`config.mk`:
```
export PLATFORM = sky130hd
export DESIGN_NAME = apb_transfer_fsm_flat
export DESIGN_NICKNAME = d
export VERILOG_FILES = /design/src/rtl/apb_transfer_fsm_if.sv /design/src/rtl/apb_transfer_fsm.sv /design/src/flat_wrapper.sv
export SDC_FILE = /design/constraint.sdc
export NUM_CORES = 1
export LEC_CHECK = 0
export CAP_MARGIN = 20
export CELL_PAD_IN_SITES_DETAIL_PLACEMENT = 2
export CELL_PAD_IN_SITES_GLOBAL_PLACEMENT = 2
export CORE_ASPECT_RATIO = 1.5
export CORE_MARGIN = 3
export CORE_UTILIZATION = 27
export CTS_BUF_LIST = sky130_fd_sc_hd__clkbuf_2
export DETAILED_ROUTE_END_ITERATION = 7
export GPL_TIMING_DRIVEN = 0
export PLACE_DENSITY = 0.81
export SLEW_MARGIN = 20
export SYNTH_ARGS = -nofsm -noshare
export SYNTH_HDL_FRONTEND = slang
export SYNTH_SLANG_ARGS = --single-unit
export TNS_END_PERCENT = 100
```
`constraint.sdc`:
```
create_clock -name hclk -period 2.1 [get_ports hclk]
set_input_delay 0.42 -clock hclk [delete_from_list [all_inputs] [get_ports hclk]]
set_output_delay 0.42 -clock hclk [all_outputs]
set_load 0.02 [all_outputs]
```
`src/rtl/apb_transfer_fsm_if.sv`:
```
// Bundle of the bridge-side request/FIFO signals and the APB bus signals
// handled by apb_transfer_fsm. Clock and reset are kept outside.
interface apb_transfer_fsm_if #(
    parameter int AHB_AW = 32,
    parameter int AHB_DW = 32
);
    // Bridge request side
    logic              i_start_transfer;
    logic [AHB_AW-1:0] i_haddr;
    logic [2:0]        i_hsize;

    // Write FIFO side
    logic              i_fifo_empty;
    logic [AHB_DW-1:0] i_fifo_wdata;
    logic              o_fifo_pop;

    // APB bus
    logic              i_pready;
    logic              i_pslverr;
    logic [AHB_DW-1:0] i_prdata;
    logic              o_psel;
    logic              o_penable;
    logic              o_pwrite;
    logic [AHB_AW-1:0] o_paddr;
    logic [AHB_DW-1:0] o_pwdata;
    logic [3:0]        o_pstrb;

    // AHB-side status
    logic [AHB_DW-1:0] o_rdata;
    logic              o_rdata_valid;
    logic              o_hready;
    logic              o_error;

    // View of the transfer FSM (the APB master)
    modport master (
        input  i_start_transfer, i_haddr, i_hsize,
        input  i_fifo_empty, i_fifo_wdata,
        input  i_pready, i_pslverr, i_prdata,
        output o_fifo_pop,
        output o_psel, o_penable, o_pwrite, o_paddr, o_pwdata, o_pstrb,
        output o_rdata, o_rdata_valid, o_hready, o_error
    );

    // View of everything around the FSM (bridge logic, FIFO, APB slave)
    modport slave (
        output i_start_transfer, i_haddr, i_hsize,
        output i_fifo_empty, i_fifo_wdata,
        output i_pready, i_pslverr, i_prdata,
        input  o_fifo_pop,
        input  o_psel, o_penable, o_pwrite, o_paddr, o_pwdata, o_pstrb,
        input  o_rdata, o_rdata_valid, o_hready, o_error
    );
endinterface

```
`src/rtl/apb_transfer_fsm.sv`:
```
// APB transfer sequencer for the AHB-to-APB bridge: runs SETUP/ACCESS for
// each start pulse, holds one pending request while busy, pops the write
// FIFO on write completion, returns read data and flags slave errors and
// wait-state timeouts. AHB_DW must be 32 (4 byte strobes).
module apb_transfer_fsm #(
    parameter int AHB_AW  = 32,
    parameter int AHB_DW  = 32,
    parameter int TIMEOUT = 16
) (
    input logic               hclk,
    input logic               rst,
    apb_transfer_fsm_if.master bus
);

    localparam int CW = (TIMEOUT > 1) ? $clog2(TIMEOUT) : 1;
    localparam logic [CW-1:0] TO_LAST = (TIMEOUT != 0) ? CW'(TIMEOUT - 1) : '0;

    typedef enum logic [1:0] {
        IDLE,
        SETUP,
        ACCESS
    } state_t;

    state_t            state_q;
    logic              pending_q;
    logic [AHB_AW-1:0] pend_addr_q;
    logic [2:0]        pend_size_q;
    logic              pend_write_q;
    logic [CW-1:0]     cnt_q;

    logic              psel_q;
    logic              penable_q;
    logic              pwrite_q;
    logic [AHB_AW-1:0] paddr_q;
    logic [AHB_DW-1:0] pwdata_q;
    logic [3:0]        pstrb_q;
    logic [AHB_DW-1:0] rdata_q;
    logic              rdata_valid_q;
    logic              hready_q;
    logic              error_q;
    logic              fifo_pop_q;

    logic              acc_done;
    logic              acc_tmo;
    logic              finish;
    logic              load;
    logic [AHB_AW-1:0] ld_addr;
    logic [2:0]        ld_size;
    logic              ld_write;

    function automatic logic [3:0] strb_f(input logic [2:0] size,
                                          input logic [1:0] a,
                                          input logic       wr);
        logic [3:0] s;
        case (size)
            3'd0:    s = 4'b0001 << a;
            3'd1:    s = 4'b0011 << {a[1], 1'b0};
            default: s = 4'hF;
        endcase
        return wr ? s : 4'h0;
    endfunction

    // Completion/abort detection and the source of the next transfer to load
    always_comb begin
        acc_done = (state_q == ACCESS) && bus.i_pready;
        acc_tmo  = (TIMEOUT != 0) && (state_q == ACCESS) && !bus.i_pready
                   && (cnt_q == TO_LAST);
        finish   = acc_done || acc_tmo;
        // IDLE never holds a pending request, so one mux serves every load
        load     = ((state_q == IDLE) && bus.i_start_transfer)
                   || (finish && (pending_q || bus.i_start_transfer));
        ld_addr  = pending_q ? pend_addr_q  : bus.i_haddr;
        ld_size  = pending_q ? pend_size_q  : bus.i_hsize;
        ld_write = pending_q ? pend_write_q : ~bus.i_fifo_empty;
    end

    // FSM with registered APB, FIFO and AHB-side outputs
    always_ff @(posedge hclk) begin
        if (rst) begin
            state_q       <= IDLE;
            pending_q     <= 1'b0;
            pend_addr_q   <= '0;
            pend_size_q   <= '0;
            pend_write_q  <= 1'b0;
            cnt_q         <= '0;
            psel_q        <= 1'b0;
            penable_q     <= 1'b0;
            pwrite_q      <= 1'b0;
            paddr_q       <= '0;
            pwdata_q      <= '0;
            pstrb_q       <= '0;
            rdata_q       <= '0;
            rdata_valid_q <= 1'b0;
            hready_q      <= 1'b1;
            error_q       <= 1'b0;
            fifo_pop_q    <= 1'b0;
        end else begin
            rdata_valid_q <= 1'b0;
            error_q       <= 1'b0;
            fifo_pop_q    <= 1'b0;

            // Status pulses of the transfer ending this cycle
            if (finish) begin
                fifo_pop_q <= pwrite_q;
                if (acc_done) begin
                    if (!pwrite_q) begin
                        rdata_q       <= bus.i_prdata;
                        rdata_valid_q <= 1'b1;
                    end
                    error_q <= bus.i_pslverr;
                end else begin
                    error_q <= 1'b1;
                end
            end

            if (load) begin
                // Write data is taken at SETUP entry, also for a pending write
                state_q   <= SETUP;
                paddr_q   <= ld_addr;
                pwrite_q  <= ld_write;
                pwdata_q  <= bus.i_fifo_wdata;
                pstrb_q   <= strb_f(ld_size, ld_addr[1:0], ld_write);
                psel_q    <= 1'b1;
                penable_q <= 1'b0;
                hready_q  <= 1'b0;
                cnt_q     <= '0;
                pending_q <= 1'b0;
            end else begin
                case (state_q)
                    IDLE: begin
                        hready_q <= 1'b1;
                    end
                    SETUP: begin
                        state_q   <= ACCESS;
                        penable_q <= 1'b1;
                    end
                    ACCESS: begin
                        if (finish) begin
                            state_q   <= IDLE;
                            psel_q    <= 1'b0;
                            penable_q <= 1'b0;
                            hready_q  <= 1'b1;
                        end else begin
                            cnt_q <= cnt_q + CW'(1);
                        end
                    end
                    default: begin
                        state_q <= IDLE;
                    end
                endcase
            end

            // Start while busy goes to the one-deep pending slot
            if ((state_q != IDLE) && !finish && bus.i_start_transfer && !pending_q) begin
                pending_q    <= 1'b1;
                pend_addr_q  <= bus.i_haddr;
                pend_size_q  <= bus.i_hsize;
                pend_write_q <= ~bus.i_fifo_empty;
            end
        end
    end

    assign bus.o_psel        = psel_q;
    assign bus.o_penable     = penable_q;
    assign bus.o_pwrite      = pwrite_q;
    assign bus.o_paddr       = paddr_q;
    assign bus.o_pwdata      = pwdata_q;
    assign bus.o_pstrb       = pstrb_q;
    assign bus.o_rdata       = rdata_q;
    assign bus.o_rdata_valid = rdata_valid_q;
    assign bus.o_hready      = hready_q;
    assign bus.o_error       = error_q;
    assign bus.o_fifo_pop    = fifo_pop_q;

endmodule

```
`src/flat_wrapper.sv`:
```
// flat-port wrapper written by rule: the top's interface ports become plain ports
module apb_transfer_fsm_flat 
#(
    parameter int AHB_AW  = 32,
    parameter int AHB_DW  = 32,
    parameter int TIMEOUT = 16
)
  (hclk, rst, bus_i_start_transfer, bus_i_haddr, bus_i_hsize, bus_i_fifo_empty, bus_i_fifo_wdata, bus_i_pready, bus_i_pslverr, bus_i_prdata, bus_o_fifo_pop, bus_o_psel, bus_o_penable, bus_o_pwrite, bus_o_paddr, bus_o_pwdata, bus_o_pstrb, bus_o_rdata, bus_o_rdata_valid, bus_o_hready, bus_o_error);
  apb_transfer_fsm_if #(.AHB_AW(AHB_AW), .AHB_DW(AHB_DW)) bus_i ();
  input logic hclk;
  input logic rst;
  input wire logic [$bits(bus_i.i_start_transfer)-1:0] bus_i_start_transfer;
  input wire logic [$bits(bus_i.i_haddr)-1:0] bus_i_haddr;
  input wire logic [$bits(bus_i.i_hsize)-1:0] bus_i_hsize;
  input wire logic [$bits(bus_i.i_fifo_empty)-1:0] bus_i_fifo_empty;
  input wire logic [$bits(bus_i.i_fifo_wdata)-1:0] bus_i_fifo_wdata;
  input wire logic [$bits(bus_i.i_pready)-1:0] bus_i_pready;
  input wire logic [$bits(bus_i.i_pslverr)-1:0] bus_i_pslverr;
  input wire logic [$bits(bus_i.i_prdata)-1:0] bus_i_prdata;
  output wire logic [$bits(bus_i.o_fifo_pop)-1:0] bus_o_fifo_pop;
  output wire logic [$bits(bus_i.o_psel)-1:0] bus_o_psel;
  output wire logic [$bits(bus_i.o_penable)-1:0] bus_o_penable;
  output wire logic [$bits(bus_i.o_pwrite)-1:0] bus_o_pwrite;
  output wire logic [$bits(bus_i.o_paddr)-1:0] bus_o_paddr;
  output wire logic [$bits(bus_i.o_pwdata)-1:0] bus_o_pwdata;
  output wire logic [$bits(bus_i.o_pstrb)-1:0] bus_o_pstrb;
  output wire logic [$bits(bus_i.o_rdata)-1:0] bus_o_rdata;
  output wire logic [$bits(bus_i.o_rdata_valid)-1:0] bus_o_rdata_valid;
  output wire logic [$bits(bus_i.o_hready)-1:0] bus_o_hready;
  output wire logic [$bits(bus_i.o_error)-1:0] bus_o_error;
  assign bus_i.i_start_transfer = bus_i_start_transfer;
  assign bus_i.i_haddr = bus_i_haddr;
  assign bus_i.i_hsize = bus_i_hsize;
  assign bus_i.i_fifo_empty = bus_i_fifo_empty;
  assign bus_i.i_fifo_wdata = bus_i_fifo_wdata;
  assign bus_i.i_pready = bus_i_pready;
  assign bus_i.i_pslverr = bus_i_pslverr;
  assign bus_i.i_prdata = bus_i_prdata;
  assign bus_o_fifo_pop = bus_i.o_fifo_pop;
  assign bus_o_psel = bus_i.o_psel;
  assign bus_o_penable = bus_i.o_penable;
  assign bus_o_pwrite = bus_i.o_pwrite;
  assign bus_o_paddr = bus_i.o_paddr;
  assign bus_o_pwdata = bus_i.o_pwdata;
  assign bus_o_pstrb = bus_i.o_pstrb;
  assign bus_o_rdata = bus_i.o_rdata;
  assign bus_o_rdata_valid = bus_i.o_rdata_valid;
  assign bus_o_hready = bus_i.o_hready;
  assign bus_o_error = bus_i.o_error;
  apb_transfer_fsm #(.AHB_AW(AHB_AW), .AHB_DW(AHB_DW), .TIMEOUT(TIMEOUT)) u_core (.hclk(hclk), .rst(rst), .bus(bus_i));
endmodule
```
Yosys cells after proc, flatten, opt, wreduce, memory -nomap -nowiden
Index checks and enable logic that the tools add are counted.
Operators by class
  reduce and logical (&&, ||, !) cells: 32
  shift operators: 2
  multiplexer cells: 19
  add/subtract/negate cells: 1
  equal/unequal tests: 7
  bitwise logic cells: 5
Operators with widths (number)
  $mux 32: 1
  $reduce_and 2->1: 6
  $mux 1: 11
  $reduce_bool 2->1: 5
  $logic_and 1x1->1: 8
  $pmux 4 s2: 1
  $pmux 2 s3: 1
  $not 1->1: 5
  $add 4x1->4 const B: 1
  $eq 4x4->1 const B: 1
  $mux 4: 1
  $ne 2x1->1 const B: 2
  $pmux 1 s2: 2
  $reduce_or 2->1: 2
  $shl 1x2->4 const A: 1
  $shl 2x2->4 const A: 1
  $eq 3x1->1 const B: 1
  $logic_not 1->1: 3
  $logic_not 3->1: 1
  $logic_or 1x1->1: 3
  $mux 3: 1
  $ne 3x1->1 const B: 1
  $reduce_and 3->1: 1
  $reduce_bool 3->1: 1
  other kinds (5): 5
Storage, ports and cells
  bits in registers: 150
  logic and storage cells: 84
  input port bits: 105
  output and inout bits: 107

Logic depth before layout (Yosys ltp)
Gate-level depths: netlist (run 1).
  depth in word-level cells: 9
  gate-level depth with buffers: 7

Worst setup path after synthesis (run 1)
Ideal clock, no wire load.
  path type: register to register
  start: reg u_core.cnt_q[0]
  end: reg u_core.pwdata_q[3] (netlist: u_core.bus.o_pwdata[3])
  path slack: 0.415 ns
  cell stages (with the launch flop): 7
  arrival time: 1.568 ns
  period minus slack after synthesis: 1.685 ns
  library setup time: 0.117 ns
  path buffers: 1
  cell sequence: dfxtp_1 ha_1 a31o_2 o2111ai_4 inv_2 buf_2 a22o_1
On the way
  cells in the longest elaborated chain, start to end: 5
Ends and longest elaborated chain
  start, declared: RTL line apb_transfer_fsm.sv:29  | logic [CW-1:0] cnt_q;
  start signal, assigned: RTL line apb_transfer_fsm.sv:144  | cnt_q <= cnt_q + CW'(1);
  $eq 4x4->1: RTL line apb_transfer_fsm.sv:67  | && (cnt_q == TO_LAST);
  $logic_and 1x1->1: RTL line apb_transfer_fsm.sv:67
  $logic_or 1x1->1: RTL line apb_transfer_fsm.sv:68  | finish = acc_done || acc_tmo;
  $logic_and 1x1->1: RTL line apb_transfer_fsm.sv:71  | || (finish && (pending_q || bus.i_start_transfer));
  $logic_or 1x1->1: RTL line apb_transfer_fsm.sv:71
  end signal, assigned: RTL line apb_transfer_fsm.sv:121  | pwdata_q <= bus.i_fifo_wdata;
  end, declared: RTL line apb_transfer_fsm.sv:35  | logic [AHB_DW-1:0] pwdata_q;
Every way passes these cells.
A chain may end at the register's enable or synchronous reset.

Worst setup path after layout (run 1)
  start: reg u_core.cnt_q[0]
  end: reg u_core.pwdata_q[6] (netlist: u_core.bus.o_pwdata[6])
Same word-level chain as after synthesis.

==> metrics.md, run 1 <==
| Metric | Value |
|---|---|
| Status | completed |
| Worst Setup End Kind | flop |
| Final-report max-slew violation count | 0 |
| Worst VDD drop | 0.000257 V |
| Clock skew | around 0.034 ns |
| CP required | between 2 and 3 ns |
| Period Utilization, post-route | between 90% and 100% |
| Post-synth cell types | 42 |
| CTS Sinks | 150 |
| FF/Latch Area | 0.00300 mm2 |
| Worst skew pair latency | roughly 0.68 ns |
| DIE HEIGHT | approximately 180 um |
| Initial detailed-routing violation count | 131 |
| Crit start category | flop |
| RePlAce Congestion | a little under 0.8 |
| CTS clk-pin slew, worst paths | ~0.23 ns |
| CTS Buffer Depth | 2 |
| Area occupied by multi-input gates | ~0.0023 mm2 |
| Via Count | a little under 5000 |
| Synth Cell Area | between 0.005 and 0.006 mm2 |
| Register bit total from synthesis | 150 |
| Maximum net fanout on the critical path | 10 |
| Avg WL per Cell | slightly below 20 um |
| Largest family of logic cells by synthesized area | compound AO/OA/AOI/OAI gates |
| Row count | 63 |
| Number of vias per cell | roughly 4.7 |
| Commonest non-fill, non-tap cells in the layout | dfxtp_1, dlygate4sd2_1, clkdlybuf4s50_1 |
| Area post-placement | 0.00791 mm2 |
| # IOs | 212 |
| Fill count | about 2200 |
| Port Buffer Count | roughly 210 |
| Die area | between 0.02 and 0.025 mm2 |
| Min-Delay Path Class | in -> reg |
| Initial Util | 27.6% |
| Gate Count Post-Synth | approximately 530 |
| H-tree levels | 4 |
| Synth Area in Compound Gates | between 15 and 20% |
| Vias in the first global route | 5661 |
| RSZ-0062 raised after global routing | false |
| Crit path kind | reg -> reg |
| Nets | 867 |
| Aggregate global routing overflow | 0 |
| Final setup viols | 0 |
| PwrDens | between 600 and 700 mW/mm2 |
| Worst-margin pin slew | approximately 0.53 ns |
| Crit path DAT | ~2.6 ns |
| CTS buffer count | 17 |
| Hold Fails Final Rpt | 0 |
| Share of layout cells above drive strength 1 | 9.04% |
| Post-synth net total | ~640 |
| Slew HR | between 60% and 70% |
| WL final | ~20 mm |
| Layout area overhead | 47.1% |
| Mux cell area share after synthesis | approximately an eighth |
| Post-Synth Simple-Gate Area | around a tenth |
| Crit path time final | a little over 2 ns |
| Initial antenna violation count | 1 |
| Static leakage | 3.63 nW |
| Avg Cell Area, Syn | between 10 and 15 um2 |
| Synth Area in XOR/XNOR | 0.480% |
| Detailed Routing Iterations Pass 1 | 4 |
| Max frequency | just under 0.5 GHz |
| Post-synthesis adder-cell area fraction | less than 1% |
| Final Cell Area | roughly 0.0081 mm2 |
| Root Driver | clkbuf_2 |
| First-pass GRT wire length | 31.1 mm |
| Die Span X | approximately 120 um |
| Ys flop type | dfxtp_1 |
| Largest net degree at the start of global routing | 17 |
| FFs w/ async S/R, synth | 0% |
| Sequential-to-total area share from yosys stat | 54.9% |
| Total number of yosys warnings | 0 |
| Core box area | 0.0199 mm2 |
| Post-synth EDFFs | 0 |
| Commonest non-fill, non-tap cell in the layout | dfxtp_1 |
| Pwr Total | roughly 5.5 mW |
| Antenna viol nets, final | 0 |
| Dpl hpwl | roughly 16 mm |
| Residual DRC | 0 |
| Global-route usage over all layers | about 18% |
| CTS tree | done |
| Max Cap Viol | 0 |
-- power breakdown --
group,switching [mW],internal [mW],total (mW)
Combinational,0.529,0.469,0.999
Sequential,0.0806,3.00,3.08
Clock,1.05,0.408,1.46
Total,1.66,3.87,5.54
-- critical path, stage by stage, from the launching register on --
cell and delay [ns]:
dfxtp_1 0.38, ha_1 0.29, a31o_2 0.34, o2111ai_4 0.25
buf_4 0.22, inv_2 0.08, buf_2 0.19, a22o_1 0.21
-- cell usage after synthesis (3+ instances only) --
library cell / instances / share of area, %
a211oi_1: 4 / 0.55
a21oi_1: 40 / 3.7
a221o_1: 4 / 0.73
a22o_1: 32 / 5.1
buf_2: 19 / 1.7
buf_4: 4 / 0.55
clkbuf_1: 14 / 0.96
dfxtp_1: 150 / 55
inv_1: 6 / 0.41
mux2i_1: 66 / 12
nand2_1: 71 / 4.9
nand3_1: 4 / 0.37
nor2_1: 46 / 3.2
nor2b_1: 3 / 0.34
nor3_1: 3 / 0.27
o2bb2ai_1: 33 / 5.3
-- per-layer routing --
metal / routed length [um] / vias up / GRT usage, % / share of wire [%]
met1: 7040 / 2403 / 17.1 / 35
met2: 11600 / 118 / 36.4 / 58
met4: 252 / 0 / 4.66 / 1.3
met3: 1130 / 15 / 5.40 / 5.7
met5: 0 / - / 0 / 0
li1: - / 2343 / - / -
-- registers in the layout (all words and copies together), names as in the netlist, 2 cells and up --
name,flops
u_core.bus.o_paddr,32
u_core.bus.o_pwdata,32
u_core.bus.o_rdata,32
u_core.pend_addr_q,32
u_core.bus.o_pstrb,4
u_core.cnt_q,4
u_core.pend_size_q,3
u_core.state_q,2
-- cells by family (layout without fill, tap and decap cells) --
group,after synthesis,after routing
DFF,150,150
AOI/OAI and AO/OA,129,129
adders and majority gates,1,1
buffers and inverters,45,290
and+or+nand+nor,135,135
muxes,66,66
other,0,1
xor gates and xnor gates,3,3
-- per-stage QoR --
step	util (%)	TNS, ns	worst slack, ns	hold slack [ns]	std cells
after floorplan	-	0	0.415	0.452	529
after global placement	39.8	-24.99	-0.439	0.443	1000
after detailed placement	39.8	-32.24	-0.524	0.450	1000
after CTS	40.4	0	0.0380	0.147	1034
final	40.5	0	0.0523	0.261	1035
after global routing	40.5	0	0.00272	0.120	1035
-- area by class of cell --
cell class | count | area share (%)
timing repair buffer | 214 | 25.0
sequential | 150 | 37.3
buffer | 37 | 2.33
inverter | 7 | 0.326
antenna | 1 | 0.0311
clock buffer | 17 | 1.06
multi-input combinational | 334 | 28.5
tap | 260 | 4.04
clock inverter | 15 | 1.38
-- timing repair --
item | in CTS | in global routing
buffers inserted | 2 | 1
hold endpoints to repair | 0 | 0
hold buffers | 0 | 0
gates resized for setup | 110 | 7
setup endpoints to repair | 167 | 60
pin swaps | 1 | 2
-- final timing paths --
| path | slack [ns] | depth (start not counted) | end | from |
|---|---|---|---|---|
| worst min register to register | 0.47 | 2 | u_core.bus.o_rdata[27] | u_core.bus.o_rdata[27] |
| worst min-delay path | 0.26 | 3 | u_core.bus.o_rdata[15] | bus_i_prdata[15] |
| worst max register to register | 0.05 | 7 | u_core.bus.o_pwdata[6] | u_core.cnt_q[0] |
| worst max-delay path | 0.05 | 7 | u_core.bus.o_pwdata[6] | u_core.cnt_q[0] |
No activity file was read; power rests on OpenSTA's default activity.
==> inputs of run 2 (changes only) <==
==> constraint.sdc (replaced) <==
create_clock -name hclk -period 2.1 [get_ports hclk]
set_input_delay 0.315 -clock hclk [delete_from_list [all_inputs] [get_ports hclk]]
set_output_delay 0.315 -clock hclk [all_outputs]
set_load 0.02 [all_outputs]
==> run 2 against run 1 <==
Combinational power is essentially flat. Die area is the same. Non-clock buffer count grew 1. Total power grew 0.32%. Clock-buffer cell count is the same. Critical path depth shrank 1. Critical endpoint is now u_core.bus.o_pstrb[0]. Largest cell class unchanged. Highest routed layer unchanged.
==> metrics.md, run 2 (same netlist as run 1, synthesis figures left out) <==
| Metric | Value |
|---|---|
| Static leakage | 4.00 nW (+10%) |
| Final core utilization | 41.1% (+0.54 points) |
| Maximum net fanout on the critical path | 6 (-4) |
| Commonest non-fill, non-tap cells in the layout | dfxtp_1, clkdlybuf4s50_1, dlygate4sd2_1 |
| Residual DRC | 0 (unchanged) |
| CTS clk-pin slew, worst paths | 0.22 ns (about the same) |
| CTS Hold Buffers Added | 0 (unchanged) |
| Nets | 868 (+0.12%) |
| Clock skew | 0.0272 ns (-0.00729 ns) |
| Crit start category | flop |
| First-pass GRT wire length | 31.0 mm (-0.44%) |
| Die Span X | 122 um (unchanged) |
| Avg WL per Cell | 19.4 um (+0.37%) |
| Core box area | 0.0199 mm2 (unchanged) |
| Worst VDD drop | 0.000252 V (-1.9%) |
| Vias in the first global route | 5667 (+0.11%) |
| Period Utilization, post-route | 95.3% (-2.2 points) |
| Root Driver | clkbuf_2 |
| Crit path kind | reg -> reg |
| Port Buffer Count | 211 (unchanged) |
| CTS Sinks | 150 (unchanged) |
| Worst Setup End Kind | flop |
| PwrDens | 681 mW/mm2 (-0.98%) |
| Crit path max-delay family | compound AO/OA/AOI/OAI gates |
| TNS Setup | 0 ns (unchanged) |
| Hold Path Sink | u_core.bus.o_rdata[20] |
| Hold_sp | bus_i_prdata[20] |
| FF-to-FF path depth | 6 (-1) |
| Initial antenna violation count | 1 (unchanged) |
| Status | completed |
| Number of vias per cell | 4.74 (+0.56%) |
| Final Worst Setup Slack | 0.0977 ns (+0.0454 ns) |
| Commonest non-fill, non-tap cell in the layout | dfxtp_1 |
| Antenna viol nets, final | 0 (unchanged) |
| Max frequency | 0.499 GHz (+2.3%) |
| Initial detailed-routing violation count | 131 (unchanged) |
| Slew HR | 63.6% (-0.82 points) |
| Share of layout cells above drive strength 1 | 8.90% (-0.14 points) |
| Crit path DAT | 2.59 ns (-0.05 ns) |
| Aggregate global routing overflow | 0 (unchanged) |
| CTS tree | done |
| Worst R2R End | u_core.bus.o_pstrb[0] |
| Initial Util | 27.6% (unchanged) |
| Worst Path Buf+Inv | 1 (-2) |
| Final-report max-slew violation count | 0 (unchanged) |
| Detailed Routing Iterations Pass 1 | 4 (unchanged) |
| Die area | 0.0220 mm2 (unchanged) |
| Fill count | 2196 (-0.23%) |
| Critical path's largest stage delay | 0.38 ns (about the same) |
| RR Startpoint | u_core.cnt_q[0] |
| Worst hold stages | 3 (unchanged) |
| Crit path time final | 2.00 ns (-0.0454 ns) |
| Final setup viols | 0 (unchanged) |
| CP required | 2.68 ns (about the same) |
| DIE HEIGHT | 180 um (unchanged) |
| Row count | 63 (unchanged) |
| Worst-margin pin slew | 0.546 ns (+0.0122 ns) |
| R2r setup slk | 0.1 ns (+0.05 ns) |
| Slowest CP cell | dfxtp_1 |
| Dpl hpwl | 15.8 mm (unchanged) |
| Max Cap Viol | 0 (unchanged) |
| Layout area overhead | 49.1% |
| Min-Delay Path Class | in -> reg |
| RePlAce Congestion | 0.790 (unchanged) |
| Via Count | 4911 (+0.66%) |
| CTS Buffer Depth | 2 (unchanged) |
| # IOs | 212 (unchanged) |
| RSZ-0062 raised after global routing | false |
| Area post-placement | 0.00791 mm2 (unchanged) |
| H-tree levels | 4 (unchanged) |
| WL final | 20.1 mm (+0.47%) |
| CTS buffer count | 17 (unchanged) |
| Dpl ws | -0.419 ns (+0.105 ns) |
| CP Cell Sequence | ha_1 -> a31o_2 -> o2111ai_4 -> buf_4 -> a2111oi_4 -> a221o_1 |
| Worst skew pair latency | 0.68 ns (about the same) |
| Largest net degree at the start of global routing | 17 (unchanged) |
| Hold Fails Final Rpt | 0 (unchanged) |
| Global-route usage over all layers | 18.0% (-0.094 points) |
| Final Cell Area | 0.00816 mm2 (+1.3%) |
==> run 2: changes by cell type in the layout (fill, tap and decap cells not counted), sizes merged <==
cell | before | now
clkbuf | 30 | 31
dlygate4sd2 | 107 | 78
dlymetal6s2s | 0 | 29
==> run 2: metrics by stage <==
stage / instances / power (mW) / hold slack (ns)
global placement: 1000 / 4.16 / 0.443
detailed placement: 1000 / 4.21 / 0.450
floorplan: 529 / 3.62 / 0.432
global route: 1036 / 5.88 / 0.0148
CTS: 1032 / 5.65 / 0.0415
finish: 1036 / 5.55 / 0.147
==> run 2: final cells by class <==
class | count | area (um2) | area share [%]
Timing Repair Buffer | 214 | 2120 | 26.0
Tap cell | 260 | 325 | 3.99
Multi-Input combinational cell | 334 | 2290 | 28.1
Sequential cell | 150 | 3000 | 36.8
Buffer | 38 | 193 | 2.36
Antenna cell | 1 | 2.50 | 0.0307
Clock buffer | 17 | 85.1 | 1.04
Inverter | 7 | 26.3 | 0.322
Clock inverter | 15 | 111 | 1.36
==> run 2: worst min-delay path: stages <==
cell and delay (ns):
clkdlybuf4s50_1 0.40, nand2_1 0.05, a21oi_1 0.05
==> run 2: worst max path at each step <==
stage / end / slack (ns) / from / cells past startpoint
finish: u_core.bus.o_pstrb[0] / 0.1 / u_core.cnt_q[0] / 6
global placement: u_core.bus.o_paddr[28] / -0.33 / bus_i_pready / 7
floorplan: u_core.bus.o_pwdata[3] / 0.42 / u_core.cnt_q[0] / 6
detailed placement: u_core.bus.o_paddr[24] / -0.42 / bus_i_pready / 7
CTS: u_core.bus.o_pwdata[14] / -0.02 / u_core.cnt_q[0] / 6
global route: u_core.bus.o_pstrb[0] / 0.02 / u_core.cnt_q[0] / 6
==> run 2: metal layers <==
metal	wire (um)	up-vias	part of all wire, %	GRT usage, %
li1	-	2346	-	-
met1	7090	2428	35	17.0
met2	11600	122	58	36.3
met3	1150	15	5.7	5.37
met4	255	0	1.3	4.53
met5	0	-	0	0
==> run 2: repair_timing <==
item                                    4_1_cts  5_1_grt
endpoints found under the setup margin      138       92
pin swaps                                     0        3
buffers inserted                              0        3
resized for setup                            83       32
cloned                                        0        0
==> run 2: where the power goes <==
part           total [mW]  switching [mW]  internal, mW
clock                1.46            1.05         0.408
sequential           3.08          0.0813          3.00
combinational        1.01           0.530         0.484
total                5.55            1.67          3.89
